[src/rtl/stream_credit_arbiter.sv]
// Converge controller: merges freespace updates and credit-gated data packets onto one stream,
// with round-robin fairness and single-packet replay. Optional counters: STREAM_CREDIT_ARB_STATS_EN.
module stream_credit_arbiter #(
  parameter int unsigned PACKET_BITS           = 97,
  parameter int unsigned NUM_IN_PORTS          = 7,
  parameter int unsigned NUM_OUT_PORTS         = 7,
  parameter int unsigned CREDIT_BITS           = 8,
  parameter int unsigned INIT_CREDIT           = 64,
  parameter int unsigned FREESPACE_UPDATE_SIZE = 64
) (
  input  logic                                   clk,
  input  logic                                   reset,
  input  logic                                   resend,
  input  logic [NUM_IN_PORTS-1:0]                freespace_update,
  input  logic [PACKET_BITS*NUM_IN_PORTS-1:0]    packet_from_input_ports,
  input  logic [NUM_OUT_PORTS-1:0]               empty,
  input  logic [PACKET_BITS*NUM_OUT_PORTS-1:0]   packet_from_output_ports,
  input  logic [NUM_OUT_PORTS-1:0]               credit_return,
  output logic [NUM_OUT_PORTS-1:0]               outport_sel,
  output logic [NUM_IN_PORTS-1:0]                inport_ack,
  output logic [PACKET_BITS-1:0]                 stream_out,
  output logic [NUM_OUT_PORTS-1:0]               credit_stall
`ifdef STREAM_CREDIT_ARB_STATS_EN
  ,
  output logic [32*NUM_OUT_PORTS-1:0]            sent_cnt,
  output logic [31:0]                            stall_cyc_cnt
`endif
);

  localparam int unsigned IPW  = (NUM_IN_PORTS  > 1) ? $clog2(NUM_IN_PORTS)  : 1;
  localparam int unsigned OPW  = (NUM_OUT_PORTS > 1) ? $clog2(NUM_OUT_PORTS) : 1;
  localparam int unsigned SUMW = CREDIT_BITS + 32;
  localparam logic [CREDIT_BITS-1:0] CREDIT_MAX = '1;

  typedef enum logic {RUN, REPLAY} state_e;

  state_e                   state_q, state_d;
  logic [IPW-1:0]           in_ptr_q, in_ptr_d;
  logic [OPW-1:0]           out_ptr_q, out_ptr_d;
  logic [PACKET_BITS-1:0]   replay_q, replay_d;
  logic [PACKET_BITS-1:0]   stream_d;
  logic [CREDIT_BITS-1:0]   credit_q [NUM_OUT_PORTS];
  logic [CREDIT_BITS-1:0]   credit_d [NUM_OUT_PORTS];
  logic [SUMW-1:0]          csum     [NUM_OUT_PORTS];
  logic [NUM_OUT_PORTS-1:0] stall_d;
  logic [NUM_OUT_PORTS-1:0] data_req;
  logic                     do_arb;
  int                       in_pick, out_pick;

  // Returns the first set request at or after ptr (wrapping), or -1; port counts up to 32.
  function automatic int rr_pick(input logic [31:0] req, input int unsigned ptr,
                                 input int unsigned n);
    int          sel;
    int unsigned idx;
    sel = -1;
    for (int unsigned k = 0; k < n; k++) begin
      idx = ptr + k;
      if (idx >= n) idx = idx - n;
      if (sel < 0 && req[idx[4:0]]) sel = int'(idx);
    end
    return sel;
  endfunction

  always_comb begin
    for (int unsigned p = 0; p < NUM_OUT_PORTS; p++) begin
      data_req[p] = !empty[p] && (credit_q[p] != '0);
    end
    in_pick  = rr_pick(32'(freespace_update), 32'(in_ptr_q), NUM_IN_PORTS);
    out_pick = rr_pick(32'(data_req), 32'(out_ptr_q), NUM_OUT_PORTS);
  end

  // Replay is issued in the cycle resend is sampled, so a held resend re-sends every cycle
  // and arbitration resumes in the first cycle resend is low.
  always_comb begin
    state_d     = state_q;
    in_ptr_d    = in_ptr_q;
    out_ptr_d   = out_ptr_q;
    replay_d    = replay_q;
    stream_d    = '0;
    inport_ack  = '0;
    outport_sel = '0;
    do_arb      = 1'b0;

    unique case (state_q)
      RUN: begin
        if (resend) begin
          state_d  = REPLAY;
          stream_d = replay_q;
        end else begin
          do_arb = 1'b1;
        end
      end
      REPLAY: begin
        if (resend) begin
          stream_d = replay_q;
        end else begin
          state_d = RUN;
          do_arb  = 1'b1;
        end
      end
    endcase

    if (do_arb && !reset) begin
      if (in_pick >= 0) begin
        for (int unsigned i = 0; i < NUM_IN_PORTS; i++) begin
          if (in_pick == int'(i)) begin
            inport_ack[i] = 1'b1;
            stream_d      = packet_from_input_ports[i*PACKET_BITS +: PACKET_BITS];
            in_ptr_d      = (i == NUM_IN_PORTS - 1) ? '0 : IPW'(i + 1);
          end
        end
        replay_d = stream_d;
      end else if (out_pick >= 0) begin
        for (int unsigned o = 0; o < NUM_OUT_PORTS; o++) begin
          if (out_pick == int'(o)) begin
            outport_sel[o] = 1'b1;
            stream_d       = packet_from_output_ports[o*PACKET_BITS +: PACKET_BITS];
            out_ptr_d      = (o == NUM_OUT_PORTS - 1) ? '0 : OPW'(o + 1);
          end
        end
        replay_d = stream_d;
      end
    end
  end

  // A granted port always holds credit >= 1, so the subtraction cannot underflow.
  always_comb begin
    for (int unsigned p = 0; p < NUM_OUT_PORTS; p++) begin
      csum[p] = SUMW'(credit_q[p])
              + (credit_return[p] ? SUMW'(FREESPACE_UPDATE_SIZE) : SUMW'(0))
              - (outport_sel[p]   ? SUMW'(1) : SUMW'(0));
      credit_d[p] = (csum[p] > SUMW'(CREDIT_MAX)) ? CREDIT_MAX : csum[p][CREDIT_BITS-1:0];
      stall_d[p]  = !empty[p] && (credit_q[p] == '0);
    end
  end

  always_ff @(posedge clk) begin
    if (reset) begin
      state_q      <= RUN;
      in_ptr_q     <= '0;
      out_ptr_q    <= '0;
      replay_q     <= '0;
      stream_out   <= '0;
      credit_stall <= '0;
      for (int unsigned p = 0; p < NUM_OUT_PORTS; p++) begin
        credit_q[p] <= CREDIT_BITS'(INIT_CREDIT);
      end
    end else begin
      state_q      <= state_d;
      in_ptr_q     <= in_ptr_d;
      out_ptr_q    <= out_ptr_d;
      replay_q     <= replay_d;
      stream_out   <= stream_d;
      credit_stall <= stall_d;
      for (int unsigned p = 0; p < NUM_OUT_PORTS; p++) begin
        credit_q[p] <= credit_d[p];
      end
    end
  end

`ifdef STREAM_CREDIT_ARB_STATS_EN
  logic [31:0] sent_q [NUM_OUT_PORTS];
  logic [31:0] stall_cyc_q;

  always_ff @(posedge clk) begin
    if (reset) begin
      stall_cyc_q <= '0;
      for (int unsigned p = 0; p < NUM_OUT_PORTS; p++) begin
        sent_q[p] <= '0;
      end
    end else begin
      if (|credit_stall) stall_cyc_q <= stall_cyc_q + 32'd1;
      for (int unsigned p = 0; p < NUM_OUT_PORTS; p++) begin
        if (outport_sel[p]) sent_q[p] <= sent_q[p] + 32'd1;
      end
    end
  end

  for (genvar g = 0; g < NUM_OUT_PORTS; g++) begin : g_sent
    assign sent_cnt[g*32 +: 32] = sent_q[g];
  end
  assign stall_cyc_cnt = stall_cyc_q;
`endif

endmodule

[config.mk]
export PLATFORM = sky130hd
export DESIGN_NAME = stream_credit_arbiter
export DESIGN_NICKNAME = d
export VERILOG_FILES = /design/src/rtl/stream_credit_arbiter.sv
export SDC_FILE = /design/constraint.sdc
export NUM_CORES = 2
export LEC_CHECK = 0
export CAP_MARGIN = 0
export CORE_AREA = 2 2 591 593
export DETAILED_ROUTE_END_ITERATION = 8
export DIE_AREA = 0 0 593 595
export SYNTH_ARGS = -nofsm -noshare
export SYNTH_HDL_FRONTEND = slang
export SYNTH_SLANG_ARGS = --single-unit
export TNS_END_PERCENT = 50
[constraint.sdc]
create_clock -name clk -period 6.1 [get_ports clk]
set_input_delay 1.22 -clock clk [delete_from_list [all_inputs] [get_ports clk]]
set_output_delay 1.22 -clock clk [all_outputs]
set_load 0.05 [all_outputs]
==> results.yml <==
clocking:
  cts_hold_buf: 0
  root_buffer: "clkbuf_16"
  clk_latency_ps: 700
  cts_tree: "built"
  cts_sinks: 263
  cts.reportedPaths.clkPinSlew_ps: 60
  cts_buffers: 41
  clockBufferDepth: 3
  htreeDepth: 2
timing:
  fmax_mhz: 166.9
  layout_min_cycle_time_ps: 5991
  final_hold_viol_count: 0
  rsz0062_at_grt: "yes"
  finalCritPeriodShare: 0.9822
  timing.slew.headroom: 0.1228
  report.final.setup_viol: 0
  finalMaxSlewViolations: 0
  clock_skew_ps: 34.83
  fin_ws_ps: 108.6
  worst-slew-pin-transition_ps: 1313
critical_path:
  crit_type: "flop to output pin"
  cp-end-kind: "output pin"
  rr_worst_depth: 29
  r2r_end: "stream_out[76]$_SDFF_PP0_"
  reg2reg_from: "in_ptr_q[1]$_SDFFE_PP0P_"
  required_ps: 4880
  worstSetupStartpointType: "flop"
  reg2reg_slack_ps: 210
  worstPathArrival_ps: 4770
  crit_fanout: 10
die:
  coreArea_mm2: 0.3473
  die_area_mm2: 0.3528
  pin_count: 1500
  die_w_um: 593
  die_h_um: 595
  start_util: 0.08614
  rows: 217
layout:
  drive_gt1_frac: 0.1853
  final_area_mm2: 0.05932
  finalNetCount: 7706
  areaGrowthSynthToFinish_pct: 98.31
global_routing:
  use_met3: 0.1091
  antenna_found_initial: 531
  grt_overflow: 0
  busiest_layer: "met2"
  grt_pass1_wl_mm: 574.3
  use_met2: 0.4314
  grt_max_degree: 119
  grt_pass1_vias: 45720
  grt_usage: 0.2600
  use_met1: 0.2774
synthesis:
  syn_nets: 5817
  ys_types: 111
  syn_area_mm2: 0.02991
  synth_cells: 4311
  ys_ff_latch: 263
  synth_top_area_frac: 0.1760
  synth.avg_cell_area_um2: 6.939
  synth.area.top_cells: "dfxtp_1 18%, a21oi_1 7.3%, o21ai_0 6.4%"
  synth_edf_count: 0
  yosysTopAreaCell: "dfxtp_1"
  synth.most_common_cell: "a21oi_1"
  async_flop_share: 0
  synthFlopType: "dfxtp_1"
  synth_common_cells: "438 x a21oi_1, 415 x nand2_1, 383 x o21ai_0"
  yosysSeqAreaShare: 0.1760
  yosys_warnings: 0
detailed_routing:
  wl_mm: 480.5
  wl_per_cell_um: 43.27
  routed-via-count: 49690
  drc: 0
  dr.pass1.iters: 9
  drt-initial-drc-count: 6183
  vias_per_cell: 4.474
  drtAntennaViolNets: 0
power:
  leakage_nw: 21.43
  pwr_density_cell_mw_per_mm2: 729.3
  power_mw: 43.26
  ir_drop_v: 0.0005969
placement:
  place_hpwl_mm: 422.1
  pre_cts_ws_ps: -609.7
  placed_area_mm2: 0.05624
  portBuffers: 1499
  gp_congestion: 0.9925
hold_path:
  whs_endpoint: "replay_q[84]$_SDFFE_PP0P_"
  hp-class: "flop to flop"
  min_path_cells: 2
  worstHoldStart: "replay_q[84]$_SDFFE_PP0P_"
run:
  maxCapViolCount: 0
run_status:
  status: "finished clean"
[power by group]
part / switching (mW) / total (mW) / leakage (nW) / internal (mW)
clock network: 1.22 / 2.93 / 0.749 / 1.71
logic: 23.8 / 37.4 / 18.5 / 13.6
registers: 0.486 / 2.89 / 2.18 / 2.41
total: 25.5 / 43.3 / 21.4 / 17.8
[metal layers]
| layer | routed length (um) | vias to the layer above |
|---|---|---|
| met2 | 223800 | 3728 |
| li1 | - | 20580 |
| met3 | 54210 | 1132 |
| met4 | 30450 | 210 |
| met1 | 170700 | 24040 |
| met5 | 1361 | - |
[cells by family (layout without fill, tap and decap cells)]
family          Yosys count  in the layout  share of synthesized area
fa+ha+maj               124            124                    0.05413
xor+xnor                 40             40                    0.01196
compound gates         1916           1916                     0.4349
buf+inv                 572           2494                    0.08065
flops                   263            263                     0.1760
other cells               0            274                          0
simple gates           1281           1281                     0.2006
mux                     115            115                    0.04183
[cell usage in the layout, fill, tap and decap left out, types with 45 or more instances in the layout]
cell             netlist  layout
a31oi_1               95      92
nand3_1              174     173
o21a_1                51      50
nor2_1               268     245
clkdlybuf4s50_1        0    1463
a211oi_1             105     100
buf_4                 12     692
o22ai_1               96      94
ha_1                 115      99
o21ai_0              383     365
nand2_1              415     400
inv_1                138     132
o211ai_1              47      47
mux2_2                46      45
and3_1                65      64
dfxtp_1              263     258
nor3_1               166     160
a22oi_1               92      92
a21oi_1              438     429
o31ai_1               49      48
mux2i_1               64      60
diode_2                0     274
buf_12                 0     114
[what timing repair did]
| action | 4_1_cts | 5_1_grt |
|---|---|---|
| pin swaps | 11 | 19 |
| gates cloned | 0 | 0 |
| resized for setup | 57 | 59 |
| endpoints found under the setup margin | 16 | 112 |
| setup buffers | 22 | 17 |
[registers in the layout (all words and copies together), names as in the netlist]
name,flops
replay_q,97
in_ptr_q,3
stream_out,97
credit_stall,7
out_ptr_q,3
credit_q,56
[worst max-delay path, cell delays in order (launching register included)]
cell,delay (ps)
dfxtp_4,370
buf_12,160
ha_1,190
nand2_1,110
ha_4,160
nand2b_4,90
mux2i_4,220
buf_4,170
a2111oi_4,330
a311oi_2,120
a21o_1,230
or3_1,360
buf_4,170
buf_4,170
nor3_4,210
buf_6,160
buf_12,140
o21ai_4,120
nor3_4,400
buf_12,200
[metrics by stage]
stage	instances	hold slack, ps	setup TNS, ps	util
2_1_floorplan	4311	417.7	-2784	-
3_3_place_gp	10720	424.3	-27720	0.1620
3_5_place_dp	10720	433.1	-20290	0.1620
4_1_cts	10820	442.5	-51.60	0.1676
5_1_grt	10990	454.3	-187.6	0.1700
6_report	11110	442.9	0	0.1708
[worst max-delay path by stage]
| stage | startpoint | to | slack [ps] | cells after the start |
|---|---|---|---|---|
| floorplan | in_ptr_q[0]$_SDFFE_PP0P_ | inport_ack[0] | -240 | 17 |
| global placement | freespace_update[6] | inport_ack[1] | -610 | 14 |
| detailed placement | freespace_update[6] | inport_ack[1] | -610 | 14 |
| CTS | in_ptr_q[1]$_SDFFE_PP0P_ | inport_ack[1] | -30 | 19 |
| global route | out_ptr_q[0]$_SDFFE_PP0P_ | outport_sel[1] | -40 | 17 |
| finish | in_ptr_q[1]$_SDFFE_PP0P_ | inport_ack[4] | 110 | 19 |
[final cells by class]
class	count	area [um2]
antenna	274	685.7
fill	39600	287900
clock inverter	23	407.9
tap	4599	5754
timing repair buffer	2277	22220
clock buffer	53	1131
multi-input combinational	3476	23290
inverter	141	550.5
sequential	263	5281
Note: power is estimated with default switching activity, not from simulation.
